File: src/rtl/mem_arbiter_if.sv
// Handshake bundle between the IFU/LSU requesters, the arbiter and the data memory.
// The master modport is the arbiter's view; slave is the surrounding environment.
interface mem_arbiter_if #(
  parameter int unsigned ADDR_W = 32,
  parameter int unsigned DATA_W = 32
);
  localparam int unsigned MASK_W = DATA_W / 8;

  logic              ifu_req_valid;
  logic              ifu_req_ready;
  logic [ADDR_W-1:0] ifu_addr;
  logic              ifu_resp_valid;
  logic [DATA_W-1:0] ifu_rdata;

  logic              lsu_req_valid;
  logic              lsu_req_ready;
  logic [ADDR_W-1:0] lsu_addr;
  logic              lsu_wen;
  logic [DATA_W-1:0] lsu_wdata;
  logic [MASK_W-1:0] lsu_wmask;
  logic              lsu_resp_valid;
  logic [DATA_W-1:0] lsu_rdata;

  logic              mem_req_valid;
  logic              mem_req_ready;
  logic [ADDR_W-1:0] mem_addr;
  logic              mem_wen;
  logic [DATA_W-1:0] mem_wdata;
  logic [MASK_W-1:0] mem_wmask;
  logic              mem_resp_valid;
  logic [DATA_W-1:0] mem_rdata;

  modport master (
    input  ifu_req_valid, ifu_addr,
    input  lsu_req_valid, lsu_addr, lsu_wen, lsu_wdata, lsu_wmask,
    input  mem_req_ready, mem_resp_valid, mem_rdata,
    output ifu_req_ready, ifu_resp_valid, ifu_rdata,
    output lsu_req_ready, lsu_resp_valid, lsu_rdata,
    output mem_req_valid, mem_addr, mem_wen, mem_wdata, mem_wmask
  );

  modport slave (
    output ifu_req_valid, ifu_addr,
    output lsu_req_valid, lsu_addr, lsu_wen, lsu_wdata, lsu_wmask,
    output mem_req_ready, mem_resp_valid, mem_rdata,
    input  ifu_req_ready, ifu_resp_valid, ifu_rdata,
    input  lsu_req_ready, lsu_resp_valid, lsu_rdata,
    input  mem_req_valid, mem_addr, mem_wen, mem_wdata, mem_wmask
  );
endinterface

File: src/rtl/mem_arbiter.sv
// Two-port (IFU/LSU) arbiter and sequencer for a single handshaked data memory.
// Define ARB_RR_EN for round-robin arbitration; default is fixed priority, LSU over IFU.
module mem_arbiter #(
  parameter int unsigned ADDR_W = 32,
  parameter int unsigned DATA_W = 32
) (
  input  logic          clk,
  input  logic          rst,
  mem_arbiter_if.master bus
);
  localparam int unsigned MASK_W = DATA_W / 8;

  typedef enum logic [1:0] {
    IDLE = 2'd0,
    REQ  = 2'd1,
    WAIT = 2'd2
  } state_e;

  typedef enum logic {
    OWN_IFU = 1'b0,
    OWN_LSU = 1'b1
  } owner_e;

  state_e            state_q, state_d;
  owner_e            owner_q, owner_d;
  logic [ADDR_W-1:0] addr_q,  addr_d;
  logic              wen_q,   wen_d;
  logic [DATA_W-1:0] wdata_q, wdata_d;
  logic [MASK_W-1:0] wmask_q, wmask_d;

  logic grant_ifu, grant_lsu;
  logic ifu_ready, lsu_ready;
  logic ifu_resp,  lsu_resp;

`ifdef ARB_RR_EN
  owner_e last_grant_q, last_grant_d;

  // On contention the requester that was not served last wins.
  always_comb begin
    grant_lsu = bus.lsu_req_valid &&
                (!bus.ifu_req_valid || (last_grant_q == OWN_IFU));
    grant_ifu = bus.ifu_req_valid && !grant_lsu;
  end

  always_ff @(posedge clk or posedge rst) begin
    if (rst) last_grant_q <= OWN_IFU;
    else     last_grant_q <= last_grant_d;
  end
`else
  always_comb begin
    grant_lsu = bus.lsu_req_valid;
    grant_ifu = bus.ifu_req_valid && !bus.lsu_req_valid;
  end
`endif

  always_ff @(posedge clk or posedge rst) begin
    if (rst) begin
      state_q <= IDLE;
      owner_q <= OWN_IFU;
      addr_q  <= '0;
      wen_q   <= 1'b0;
      wdata_q <= '0;
      wmask_q <= '0;
    end else begin
      state_q <= state_d;
      owner_q <= owner_d;
      addr_q  <= addr_d;
      wen_q   <= wen_d;
      wdata_q <= wdata_d;
      wmask_q <= wmask_d;
    end
  end

  always_comb begin
    state_d   = state_q;
    owner_d   = owner_q;
    addr_d    = addr_q;
    wen_d     = wen_q;
    wdata_d   = wdata_q;
    wmask_d   = wmask_q;
    ifu_ready = 1'b0;
    lsu_ready = 1'b0;
    ifu_resp  = 1'b0;
    lsu_resp  = 1'b0;
`ifdef ARB_RR_EN
    last_grant_d = last_grant_q;
`endif

    unique case (state_q)
      IDLE: begin
        // Ready is withheld while reset is asserted so no handshake is seen.
        ifu_ready = grant_ifu && !rst;
        lsu_ready = grant_lsu && !rst;
        if (grant_lsu) begin
          state_d = REQ;
          owner_d = OWN_LSU;
          addr_d  = bus.lsu_addr;
          wen_d   = bus.lsu_wen;
          wdata_d = bus.lsu_wdata;
          wmask_d = bus.lsu_wmask;
`ifdef ARB_RR_EN
          last_grant_d = OWN_LSU;
`endif
        end else if (grant_ifu) begin
          state_d = REQ;
          owner_d = OWN_IFU;
          addr_d  = bus.ifu_addr;
          wen_d   = 1'b0;
          wdata_d = '0;
          wmask_d = '0;
`ifdef ARB_RR_EN
          last_grant_d = OWN_IFU;
`endif
        end
      end
      REQ: begin
        if (bus.mem_req_ready) state_d = WAIT;
      end
      WAIT: begin
        if (bus.mem_resp_valid) begin
          state_d = IDLE;
          if (owner_q == OWN_LSU) lsu_resp = 1'b1;
          else                    ifu_resp = 1'b1;
        end
      end
      default: state_d = IDLE;
    endcase
  end

  assign bus.ifu_req_ready  = ifu_ready;
  assign bus.lsu_req_ready  = lsu_ready;
  assign bus.ifu_resp_valid = ifu_resp;
  assign bus.lsu_resp_valid = lsu_resp;
  assign bus.ifu_rdata      = ifu_resp ? bus.mem_rdata : '0;
  assign bus.lsu_rdata      = lsu_resp ? bus.mem_rdata : '0;

  assign bus.mem_req_valid  = (state_q == REQ);
  assign bus.mem_addr       = addr_q;
  assign bus.mem_wen        = wen_q;
  assign bus.mem_wdata      = wdata_q;
  assign bus.mem_wmask      = wmask_q;
endmodule

File: src/flat_wrapper.sv
// flat-port wrapper written by rule: the top's interface ports become plain ports
module mem_arbiter_flat 
#(
  parameter int unsigned ADDR_W = 32,
  parameter int unsigned DATA_W = 32
)
  (clk, rst, bus_ifu_req_valid, bus_ifu_addr, bus_lsu_req_valid, bus_lsu_addr, bus_lsu_wen, bus_lsu_wdata, bus_lsu_wmask, bus_mem_req_ready, bus_mem_resp_valid, bus_mem_rdata, bus_ifu_req_ready, bus_ifu_resp_valid, bus_ifu_rdata, bus_lsu_req_ready, bus_lsu_resp_valid, bus_lsu_rdata, bus_mem_req_valid, bus_mem_addr, bus_mem_wen, bus_mem_wdata, bus_mem_wmask);
  mem_arbiter_if #(.ADDR_W(ADDR_W), .DATA_W(DATA_W)) bus_i ();
  input  logic clk;
  input  logic rst;
  input wire logic [$bits(bus_i.ifu_req_valid)-1:0] bus_ifu_req_valid;
  input wire logic [$bits(bus_i.ifu_addr)-1:0] bus_ifu_addr;
  input wire logic [$bits(bus_i.lsu_req_valid)-1:0] bus_lsu_req_valid;
  input wire logic [$bits(bus_i.lsu_addr)-1:0] bus_lsu_addr;
  input wire logic [$bits(bus_i.lsu_wen)-1:0] bus_lsu_wen;
  input wire logic [$bits(bus_i.lsu_wdata)-1:0] bus_lsu_wdata;
  input wire logic [$bits(bus_i.lsu_wmask)-1:0] bus_lsu_wmask;
  input wire logic [$bits(bus_i.mem_req_ready)-1:0] bus_mem_req_ready;
  input wire logic [$bits(bus_i.mem_resp_valid)-1:0] bus_mem_resp_valid;
  input wire logic [$bits(bus_i.mem_rdata)-1:0] bus_mem_rdata;
  output wire logic [$bits(bus_i.ifu_req_ready)-1:0] bus_ifu_req_ready;
  output wire logic [$bits(bus_i.ifu_resp_valid)-1:0] bus_ifu_resp_valid;
  output wire logic [$bits(bus_i.ifu_rdata)-1:0] bus_ifu_rdata;
  output wire logic [$bits(bus_i.lsu_req_ready)-1:0] bus_lsu_req_ready;
  output wire logic [$bits(bus_i.lsu_resp_valid)-1:0] bus_lsu_resp_valid;
  output wire logic [$bits(bus_i.lsu_rdata)-1:0] bus_lsu_rdata;
  output wire logic [$bits(bus_i.mem_req_valid)-1:0] bus_mem_req_valid;
  output wire logic [$bits(bus_i.mem_addr)-1:0] bus_mem_addr;
  output wire logic [$bits(bus_i.mem_wen)-1:0] bus_mem_wen;
  output wire logic [$bits(bus_i.mem_wdata)-1:0] bus_mem_wdata;
  output wire logic [$bits(bus_i.mem_wmask)-1:0] bus_mem_wmask;
  assign bus_i.ifu_req_valid = bus_ifu_req_valid;
  assign bus_i.ifu_addr = bus_ifu_addr;
  assign bus_i.lsu_req_valid = bus_lsu_req_valid;
  assign bus_i.lsu_addr = bus_lsu_addr;
  assign bus_i.lsu_wen = bus_lsu_wen;
  assign bus_i.lsu_wdata = bus_lsu_wdata;
  assign bus_i.lsu_wmask = bus_lsu_wmask;
  assign bus_i.mem_req_ready = bus_mem_req_ready;
  assign bus_i.mem_resp_valid = bus_mem_resp_valid;
  assign bus_i.mem_rdata = bus_mem_rdata;
  assign bus_ifu_req_ready = bus_i.ifu_req_ready;
  assign bus_ifu_resp_valid = bus_i.ifu_resp_valid;
  assign bus_ifu_rdata = bus_i.ifu_rdata;
  assign bus_lsu_req_ready = bus_i.lsu_req_ready;
  assign bus_lsu_resp_valid = bus_i.lsu_resp_valid;
  assign bus_lsu_rdata = bus_i.lsu_rdata;
  assign bus_mem_req_valid = bus_i.mem_req_valid;
  assign bus_mem_addr = bus_i.mem_addr;
  assign bus_mem_wen = bus_i.mem_wen;
  assign bus_mem_wdata = bus_i.mem_wdata;
  assign bus_mem_wmask = bus_i.mem_wmask;
  mem_arbiter #(.ADDR_W(ADDR_W), .DATA_W(DATA_W)) u_core (.clk(clk), .rst(rst), .bus(bus_i));
endmodule
File: config.mk
export PLATFORM = sky130hd
export DESIGN_NAME = mem_arbiter_flat
export DESIGN_NICKNAME = d
export VERILOG_FILES = /design/src/rtl/mem_arbiter_if.sv /design/src/rtl/mem_arbiter.sv /design/src/flat_wrapper.sv
export SDC_FILE = /design/constraint.sdc
export NUM_CORES = 1
export LEC_CHECK = 0
export CAP_MARGIN = 20
export CORE_AREA = 5 5 104 106
export CTS_CLUSTER_DIAMETER = 30
export DETAILED_ROUTE_END_ITERATION = 12
export DIE_AREA = 0 0 109 111
export DONT_BUFFER_PORTS = 1
export SYNTH_ARGS = -nofsm -noshare
export SYNTH_HDL_FRONTEND = slang
export SYNTH_SLANG_ARGS = --single-unit
export TNS_END_PERCENT = 50
File: constraint.sdc
create_clock -name clk -period 3.79 [get_ports clk]
set_clock_uncertainty 0.05 [all_clocks]
set_input_delay 0.758 -clock clk [delete_from_list [all_inputs] [get_ports clk]]
set_output_delay 0.758 -clock clk [all_outputs]
set_load 0.005 [all_outputs]
==> out/metrics.yaml, run 1 <==
run_status:
  outcome: "finished, final reports clean"
grt:
  grt_pass1_vias: 2388
  grt_overflow: 0
  grt_max_degree: 73
  grt_util_all_layers_pct: 14.5
  antenna_found_initial: 0
  grt_pass1_wl_um: 13400
placed_design:
  placed_cell_area_mm2: 0.00358
  place.gp.congestion: 0.697
  dp.final_hpwl_um: 7270
  io_buffers: 0
clocking:
  post_cts_buffers: 0
  clk_latency_ns: 0.33
  cts_tree: "yes"
  cts_made_buffers: 9
  cts_htree_levels: 3
  ctsLongestPathBuffers: 2
  cts.sinks: 72
  cts_resized: 0
  root_buffer: "clkbuf_8"
  cts.clk_slew.worst_paths_ns: 0.08
  cts_hold_buf: 0
sta:
  relSlewSlack_pct: 40.2
  fmax_mhz: 380
  worst_slew_pin_slew_ns: 0.897
  hold_violations: 0
  min_period_over_period_pct: 69.4
  fin_crit_ns: 2.63
  slew_viol_final: 0
  setup_viol: 0
  setup_tns_ns: 0
  rsz0062_at_grt: "no"
worst_setup_path:
  critPathCaptureType: "output pin"
  crit_type: "reg -> out"
  start_kind: "flop"
  rrSetupSlack_ns: 2.25
  path_max_fanout: 33
  max_stage_delay_ns: 0.81
  cp_slowest_cell: "and4b_1"
  worstPathCellList: "and4b_1 > and2_1"
  critPathRequiredTime_ns: 2.98
  crit_arrival_ns: 1.82
synthesis:
  synth_cell_types: 23
  synthCells: 274
  yosysSeqAreaShare_pct: 51.1
  synth_seq_cells: 72
  ys_top_cells_by_count: "dfrtp_1 (72), and2_1 (65), mux2_2 (57)"
  synth_area_mm2: 0.00352
  async_flop_share_pct: 100
  yosys.area.top_type: "dfrtp_1"
  synth_edf_count: 0
  ys_top_cells_by_area: "dfrtp_1 (51%), mux2_2 (18%), and2_1 (12%)"
  syn_nets: 413
  ys_warn_count: 0
  synth_most_common_cell: "dfrtp_1"
  synth.top_cell.area_share_pct: 51.1
  synthFlopType: "dfrtp_1"
  syn_avg_cell_area_um2: 12.9
die:
  core_area_mm2: 0.00968
  fp.dieArea_mm2: 0.0121
  ios: 277
  fp-row-count: 36
  die_h_um: 111
  die_w_um: 109
  initial_core_util_pct: 36.4
power_and_ir_drop:
  max-vdd-ir-drop_mv: 0.277
  power_density_mw_per_mm2: 737
  p_leak_nw: 1.66
detailed_routing:
  routed_wl_um: 9380
  drtPass1Iterations: 4
  drc: 0
  drtIter0Drc: 69
  via_count: 2183
  avgRoutedWirePerCell_um: 23.1
  ant_nets: 0
  vias_per_cell: 5.36
min_path:
  hold_class: "in -> reg"
final_layout:
  diodes: 0
  design_area_mm2: 0.00376
  drive_gt1_share_pct: 31.8
  areaGrowthSynthToFinish_pct: 6.61
  final_nets: 408
run:
  maxCapViolCount: 0
-- state kept, by name, summed over array words and instances, names as in the netlist --
register / flops
u_core.bus.mem_wen: 1
u_core.bus.mem_wdata: 32
u_core.bus.mem_wmask: 4
u_core.owner_q: 1
u_core.bus.mem_addr: 32
u_core.state_q: 2
-- report_power, final --
part           switching (W)  internal (W)
Sequential          0.000305       0.00113
Combinational       0.000354      0.000436
Clock               0.000303      0.000243
Total               0.000962       0.00181
-- stage by stage --
| stage | hold WS (ns) | power [W] | worst slack (ns) | utilization, % | cells |
|---|---|---|---|---|---|
| after floorplan | 0.436 | 0.00207 | 0.365 | - | 274 |
| final | 0.477 | 0.00277 | 1.16 | 38.8 | 407 |
| after global routing | 0.457 | 0.00296 | 1.01 | 38.8 | 407 |
| after global placement | 0.472 | 0.00223 | 1.28 | 36.9 | 391 |
| after CTS | 0.455 | 0.00282 | 1.11 | 38.8 | 407 |
| after detailed placement | 0.465 | 0.00226 | 1.21 | 36.9 | 391 |
-- final cells by class --
cell class | count | area (um^2)
inverters | 2 | 7.51
multi-input cells | 179 | 1560
clock inverters | 7 | 55.1
clock buffers | 9 | 124
repair buffers | 5 | 37.5
flip-flops and latches | 72 | 1800
well taps | 133 | 166
fillers | 958 | 5930
-- routing by layer --
metal | part of all wire (%) | GRT usage (%)
met1 | 34 | 14.6
met2 | 52 | 26.4
met3 | 12 | 5.94
met4 | 1.5 | 4.63
met5 | 0 | 0
-- critical path: cells and delay by family (launching register included) --
family,cells,cell delay (ns)
DFF,1,0.41
and+or+nand+nor,2,1.07
-- kinds of logic after synthesis --
| family | Yosys count | share of synthesized area [%] |
|---|---|---|
| and+or+nand+nor | 74 | 13.2 |
| DFF | 72 | 51.1 |
| muxes | 64 | 21.0 |
| AOI/OAI and AO/OA | 41 | 10.2 |
| buffers and inverters | 23 | 4.47 |
-- path summary, 6_finish.rpt --
kind | from | to | cells after the start
max | u_core.state_q[0] | bus_lsu_rdata[28] | 2
min | bus_mem_resp_valid | u_core.state_q[1] | 1
max reg2reg | u_core.state_q[0] | u_core.bus.mem_addr[18] | 4
min reg2reg | u_core.bus.mem_wdata[26] | u_core.bus.mem_wdata[26] | 1
max in group asynchronous | rst | u_core.bus.mem_addr[2] | 2
min in group asynchronous | rst | u_core.owner_q | 2
-- cells in the final DEF, fill, tap and decap left out, types with 2 or more instances in the layout --
| cell type | instances |
|---|---|
| o21ai_0 | 2 |
| and2_1 | 65 |
| mux2_2 | 57 |
| clkinvlp_4 | 2 |
| dfrtp_1 | 72 |
| inv_6 | 2 |
| a22o_1 | 37 |
| buf_4 | 5 |
| mux2_4 | 5 |
| mux2_1 | 2 |
| clkinv_4 | 2 |
| nand2b_1 | 2 |
| clkbuf_8 | 9 |
| nand2_1 | 2 |
Power figures use the tool's default switching activity.
==> inputs of run 2 (changes only) <==
Settings changed: CORE_AREA 5 5 104 106 to 5 5 103 105, DIE_AREA 0 0 109 111 to 0 0 108 110.
Clock period 3.79 ns to 2.3 ns, I/O delays scaled along.
==> out/metrics.yaml, run 2 (same netlist as run 1, synthesis figures left out) <==
placed_design:
  placed_cells: 393  # +0.51%
  io_buffers: 0  # unchanged
  dp.final_hpwl_um: 7280  # +0.18%
  place.gp.congestion: 0.702  # +0.82%
  dpl_worst_slack_ns: 0.620  # -0.587 ns
grt:
  grt.met2_usage_pct: 27.0  # +0.63 points
  antenna_found_initial: 0  # unchanged
  grt_util_all_layers_pct: 14.1  # -0.35 points
  met3_usage_pct: 4.95  # -0.99 points
  grt_overflow: 0  # unchanged
  met1_usage_pct: 14.3  # -0.26 points
  grt_pass1_wl_um: 12600  # -5.7%
  top_usage_layer: "met2"
  grt_pass1_vias: 2188  # -8.4%
  grt_max_degree: 73  # unchanged
clocking:
  root_buffer: "clkbuf_8"
  cts_hold_buf: 0  # unchanged
  cts_resized: 0  # unchanged
  clk_latency_ns: 0.33  # about the same
  cts.sinks: 72  # unchanged
  cts.clk_slew.worst_paths_ns: 0.08  # about the same
  ctsLongestPathBuffers: 2  # unchanged
  cts_tree: "yes"
  cts_htree_levels: 3  # unchanged
  post_cts_buffers: 0  # unchanged
  cts_made_buffers: 9  # unchanged
die:
  core_area_mm2: 0.00955  # -1.4%
  fp.dieArea_mm2: 0.0119  # -1.8%
  fp-row-count: 36  # unchanged
  die_w_um: 108  # -0.92%
  die_h_um: 110  # -0.90%
  ios: 277  # unchanged
  initial_core_util_pct: 36.9  # +0.51 points
worst_setup_path:
  crit_buf_inv: 1  # +1
  crit_type: "reg -> out"
  critPathCaptureType: "output pin"
  max_stage_delay_ns: 0.41  # -0.40 ns
  worst-path-stages: 4  # +2
  cp_slowest_cell: "dfrtp_1"
  path_delay_family: "simple AND/OR/NAND/NOR gates"
  start_kind: "flop"
  ff2ff_path_depth: 4  # unchanged
  path_max_fanout: 21  # -36%
  critPathRequiredTime_ns: 1.79  # -1.19 ns
  worstPathCellList: "nand2b_1 > nor3b_2 > buf_4 > and2_1"
  crit_arrival_ns: 1.51  # -0.31 ns
final_layout:
  diodes: 0  # unchanged
  final_nets: 410  # +0.49%
  final_cell_mix: "dfrtp_1 (72), and2_1 (65), mux2_2 (57)"
  areaGrowthSynthToFinish_pct: 8.13
  drive_gt1_share_pct: 32.2  # +0.49 points
  instances_no_fill: 409  # +0.49%
  layout_commonest_cell: "dfrtp_1"
sta:
  hold_violations: 0  # unchanged
  relSlewSlack_pct: 40.8  # +0.57 points
  setup_viol: 0  # unchanged
  fmax_mhz: 494
  rsz0062_at_grt: "no"
  worst_slew_pin_slew_ns: 0.889  # -0.00853 ns
  fin_crit_ns: 2.02
  setup_tns_ns: 0  # unchanged
  setup_ws_ns: 0.278  # -0.883 ns
  slew_viol_final: 0  # unchanged
  min_period_over_period_pct: 87.9
  whs_ns: 0.175  # -0.302 ns
detailed_routing:
  avgRoutedWirePerCell_um: 22.8  # -0.91%
  vias_per_cell: 5.23  # -2.4%
  drtIter0Drc: 68  # -1.4%
  routed_wl_um: 9340  # -0.43%
  ant_nets: 0  # unchanged
  via_count: 2141  # -1.9%
  drc: 0  # unchanged
  drtPass1Iterations: 4  # unchanged
run_status:
  outcome: "finished, final reports clean"
power_and_ir_drop:
  max-vdd-ir-drop_mv: 0.467  # +69%
  power_density_mw_per_mm2: 1230  # +67%
  p_leak_nw: 1.68  # +1.3%
min_path:
  holdPathStages: 1  # unchanged
  hold_class: "in -> reg"
run:
  maxCapViolCount: 0  # unchanged
run 2: where the power goes:
part	leakage, nW	internal, W	total, W	switching (W)
Combinational	0.704	0.000750	0.00133	0.000583
Clock	0.0968	0.000507	0.000992	0.000484
Sequential	0.883	0.00186	0.00236	0.000499
run 2: cell type report:
type                            count  area (um^2)
Fill cell                         917         5740
Timing Repair Buffer                7         65.1
Inverter                            2         11.3
Tap cell                          133          166
Clock inverter                      6         68.8
Multi-Input combinational cell    179         1570
Clock buffer                       10          128
Sequential cell                    72         1800
run 2: stage by stage:
stage               util [%]  area (um^2)  total power (W)
global placement        37.8         3610          0.00372
CTS                     39.9         3810          0.00477
detailed placement      37.8         3610          0.00376
global route            39.9         3810          0.00499
finish                  39.9         3810          0.00468
floorplan                  -         3530          0.00342
run 2: final timing paths:
check | slack, ns | to | startpoint
max | 0.28 | bus_ifu_rdata[26] | u_core.state_q[0]
min in group asynchronous | 0.24 | u_core.bus.mem_addr[27] | rst
max reg2reg | 0.79 | u_core.bus.mem_wdata[12] | u_core.state_q[0]
min reg2reg | 0.47 | u_core.owner_q | u_core.owner_q
min | 0.18 | u_core.state_q[0] | bus_mem_req_ready
max in group asynchronous | 1.37 | u_core.owner_q | rst
run 2: layer usage:
metal,share of wire [%],wire length (um)
met5,0,0
met4,1.2,110
met3,9.4,878
met2,55,5160
met1,34,3200
==> inputs of run 3 (changes only) <==
Settings changed: PLACE_DENSITY set to 0.55.
==> out/metrics.yaml, run 3 (same netlist as run 1, synthesis figures left out) <==
clocking:
  cts.sinks: 72  # unchanged
  cts_htree_levels: 3  # unchanged
  cts_made_buffers: 9  # unchanged
  cts_tree: "yes"
  post_cts_buffers: 0  # unchanged
  cts_hold_buf: 0  # unchanged
  cts.clk_slew.worst_paths_ns: 0.07  # about the same
  cts_resized: 0  # unchanged
  root_buffer: "clkbuf_8"
  clk_latency_ns: 0.33  # about the same
  ctsLongestPathBuffers: 2  # unchanged
grt:
  grt_pass1_wl_um: 13000  # +2.8%
  met3_usage_pct: 7.92  # +3.0 points
  grt_overflow: 0  # unchanged
  met1_usage_pct: 14.3  # about the same
  grt.met2_usage_pct: 26.4  # -0.58 points
  antenna_found_initial: 3  # +3
  top_usage_layer: "met2"
  grt_util_all_layers_pct: 14.6  # +0.53 points
  grt_max_degree: 73  # unchanged
  grt_pass1_vias: 2210  # +1.0%
final_layout:
  layout_commonest_cell: "dfrtp_1"
  final_cell_mix: "dfrtp_1 (72), and2_1 (65), mux2_2 (57)"
  areaGrowthSynthToFinish_pct: 10.1
  final_nets: 410  # unchanged
  diodes: 0  # unchanged
  drive_gt1_share_pct: 32.4  # +0.12 points
worst_setup_path:
  reg2reg_from: "u_core.state_q[0]"
  crit_buf_inv: 1  # unchanged
  crit_arrival_ns: 1.55  # +0.04 ns
  start_kind: "flop"
  critPathRequiredTime_ns: 1.79  # about the same
  crit_type: "reg -> out"
  max_stage_delay_ns: 0.41  # about the same
  path_max_fanout: 33  # +57%
  rrSetupSlack_ns: 0.79  # about the same
  ff2ff_path_depth: 4  # unchanged
  r2r-end: "u_core.bus.mem_wmask[1]"
  path_delay_family: "simple AND/OR/NAND/NOR gates"
  cp_slowest_cell: "dfrtp_1"
  worstPathCellList: "nand2b_1 > nor3b_2 > buf_4 > and2_1"
  critPathCaptureType: "output pin"
placed_design:
  place.gp.congestion: 0.680  # -3.2%
  io_buffers: 0  # unchanged
  dpl_worst_slack_ns: 0.577  # -0.0431 ns
  dp.final_hpwl_um: 7250  # -0.47%
die:
  core_area_mm2: 0.00955  # unchanged
  ios: 277  # unchanged
  die_w_um: 108  # unchanged
  die_h_um: 110  # unchanged
  fp-row-count: 36  # unchanged
  fp.dieArea_mm2: 0.0119  # unchanged
  initial_core_util_pct: 36.9  # unchanged
sta:
  setup_viol: 0  # unchanged
  slew_viol_final: 0  # unchanged
  whs_ns: 0.181  # +0.00641 ns
  fmax_mhz: 485  # -2.0%
  setup_ws_ns: 0.237  # -0.0409 ns
  relSlewSlack_pct: 39.6  # -1.2 points
  min_period_over_period_pct: 89.7  # +1.8 points
  fin_crit_ns: 2.06  # +0.0409 ns
  rsz0062_at_grt: "no"
  hold_violations: 0  # unchanged
  worst_slew_pin_slew_ns: 0.906  # +0.0173 ns
  setup_tns_ns: 0  # unchanged
detailed_routing:
  drtPass1Iterations: 4  # unchanged
  routed_wl_um: 9370  # +0.31%
  via_count: 2183  # +2.0%
  drc: 0  # unchanged
  ant_nets: 0  # unchanged
  drtIter0Drc: 71  # +4.4%
  vias_per_cell: 5.35  # +2.2%
  avgRoutedWirePerCell_um: 23.0  # +0.56%
power_and_ir_drop:
  pwr-share-comb_pct: 26.7  # -1.8 points
  power_density_mw_per_mm2: 1290  # +4.9%
  swShare_pct: 30.7  # -2.7 points
  power.share.clock_pct: 26.2  # +5.0 points
  max-vdd-ir-drop_mv: 0.560  # +20%
  p_leak_nw: 1.72  # +2.1%
  finalPower_w: 0.00501  # +6.9%
  power.switching_w: 0.00154  # -1.9%
  p_int_w: 0.00347  # +11%
  pwr-share-seq_pct: 47.1  # -3.3 points
run:
  maxCapViolCount: 0  # unchanged
run_status:
  outcome: "finished, final reports clean"
min_path:
  min_to: "u_core.state_q[1]"
  hold_class: "in -> reg"
  holdPathStages: 1  # unchanged
  min_from: "bus_mem_resp_valid"
-- run 3: metrics by stage --
step | instance area [um^2] | instances | utilization, %
final | 3880 | 408 | 40.6
after global placement | 3610 | 393 | 37.8
after global routing | 3880 | 408 | 40.6
after CTS | 3880 | 408 | 40.6
after detailed placement | 3610 | 393 | 37.8
after floorplan | 3530 | 274 | -
-- run 3: routing by layer --
layer | vias to the layer above | routed length [um]
li1 | 946 | -
met1 | 1066 | 3060
met2 | 149 | 4960
met3 | 16 | 1210
met4 | 6 | 110
met5 | - | 37
-- run 3: worst max-delay path by stage --
| stage | startpoint | end | slack, ns | cells after the start |
|---|---|---|---|---|
| 2_1_floorplan | rst | bus_lsu_req_ready | -0.09 | 2 |
| 3_3_place_gp | u_core.state_q[0] | bus_ifu_rdata[2] | 0.63 | 4 |
| 3_5_place_dp | u_core.state_q[0] | bus_ifu_rdata[26] | 0.58 | 4 |
| 4_1_cts | u_core.state_q[0] | bus_ifu_rdata[26] | 0.19 | 4 |
| 5_1_grt | u_core.state_q[0] | bus_ifu_rdata[2] | 0.09 | 4 |
| 6_report | u_core.state_q[0] | bus_ifu_rdata[2] | 0.24 | 4 |
-- run 3: layout make-up --
cell class | instances | area, um^2
clock buffer | 10 | 138
clock inverter | 5 | 129
fill | 912 | 5670
inverter | 2 | 11.3
multi-input combinational | 179 | 1570
sequential | 72 | 1800
tap | 133 | 166
timing repair buffer | 7 | 65.1
-- run 3: worst register-to-register path, cell delays in order (launching register included) --
cell and delay (ns):
dfrtp_1 0.41, nor2_2 0.24, and2_1 0.16, buf_4 0.34, a22o_1 0.25
-- run 3: power by group through the flow --
stage	Sequential [W]	Combinational [W]	Clock, W
6_report	0.00236	0.00133	0.00131
4_1_cts	0.00239	0.00137	0.00136
3_5_place_dp	0.00239	0.00138	0
2_1_floorplan	0.00221	0.00121	0
5_1_grt	0.00244	0.00149	0.00142
3_3_place_gp	0.00241	0.00133	0
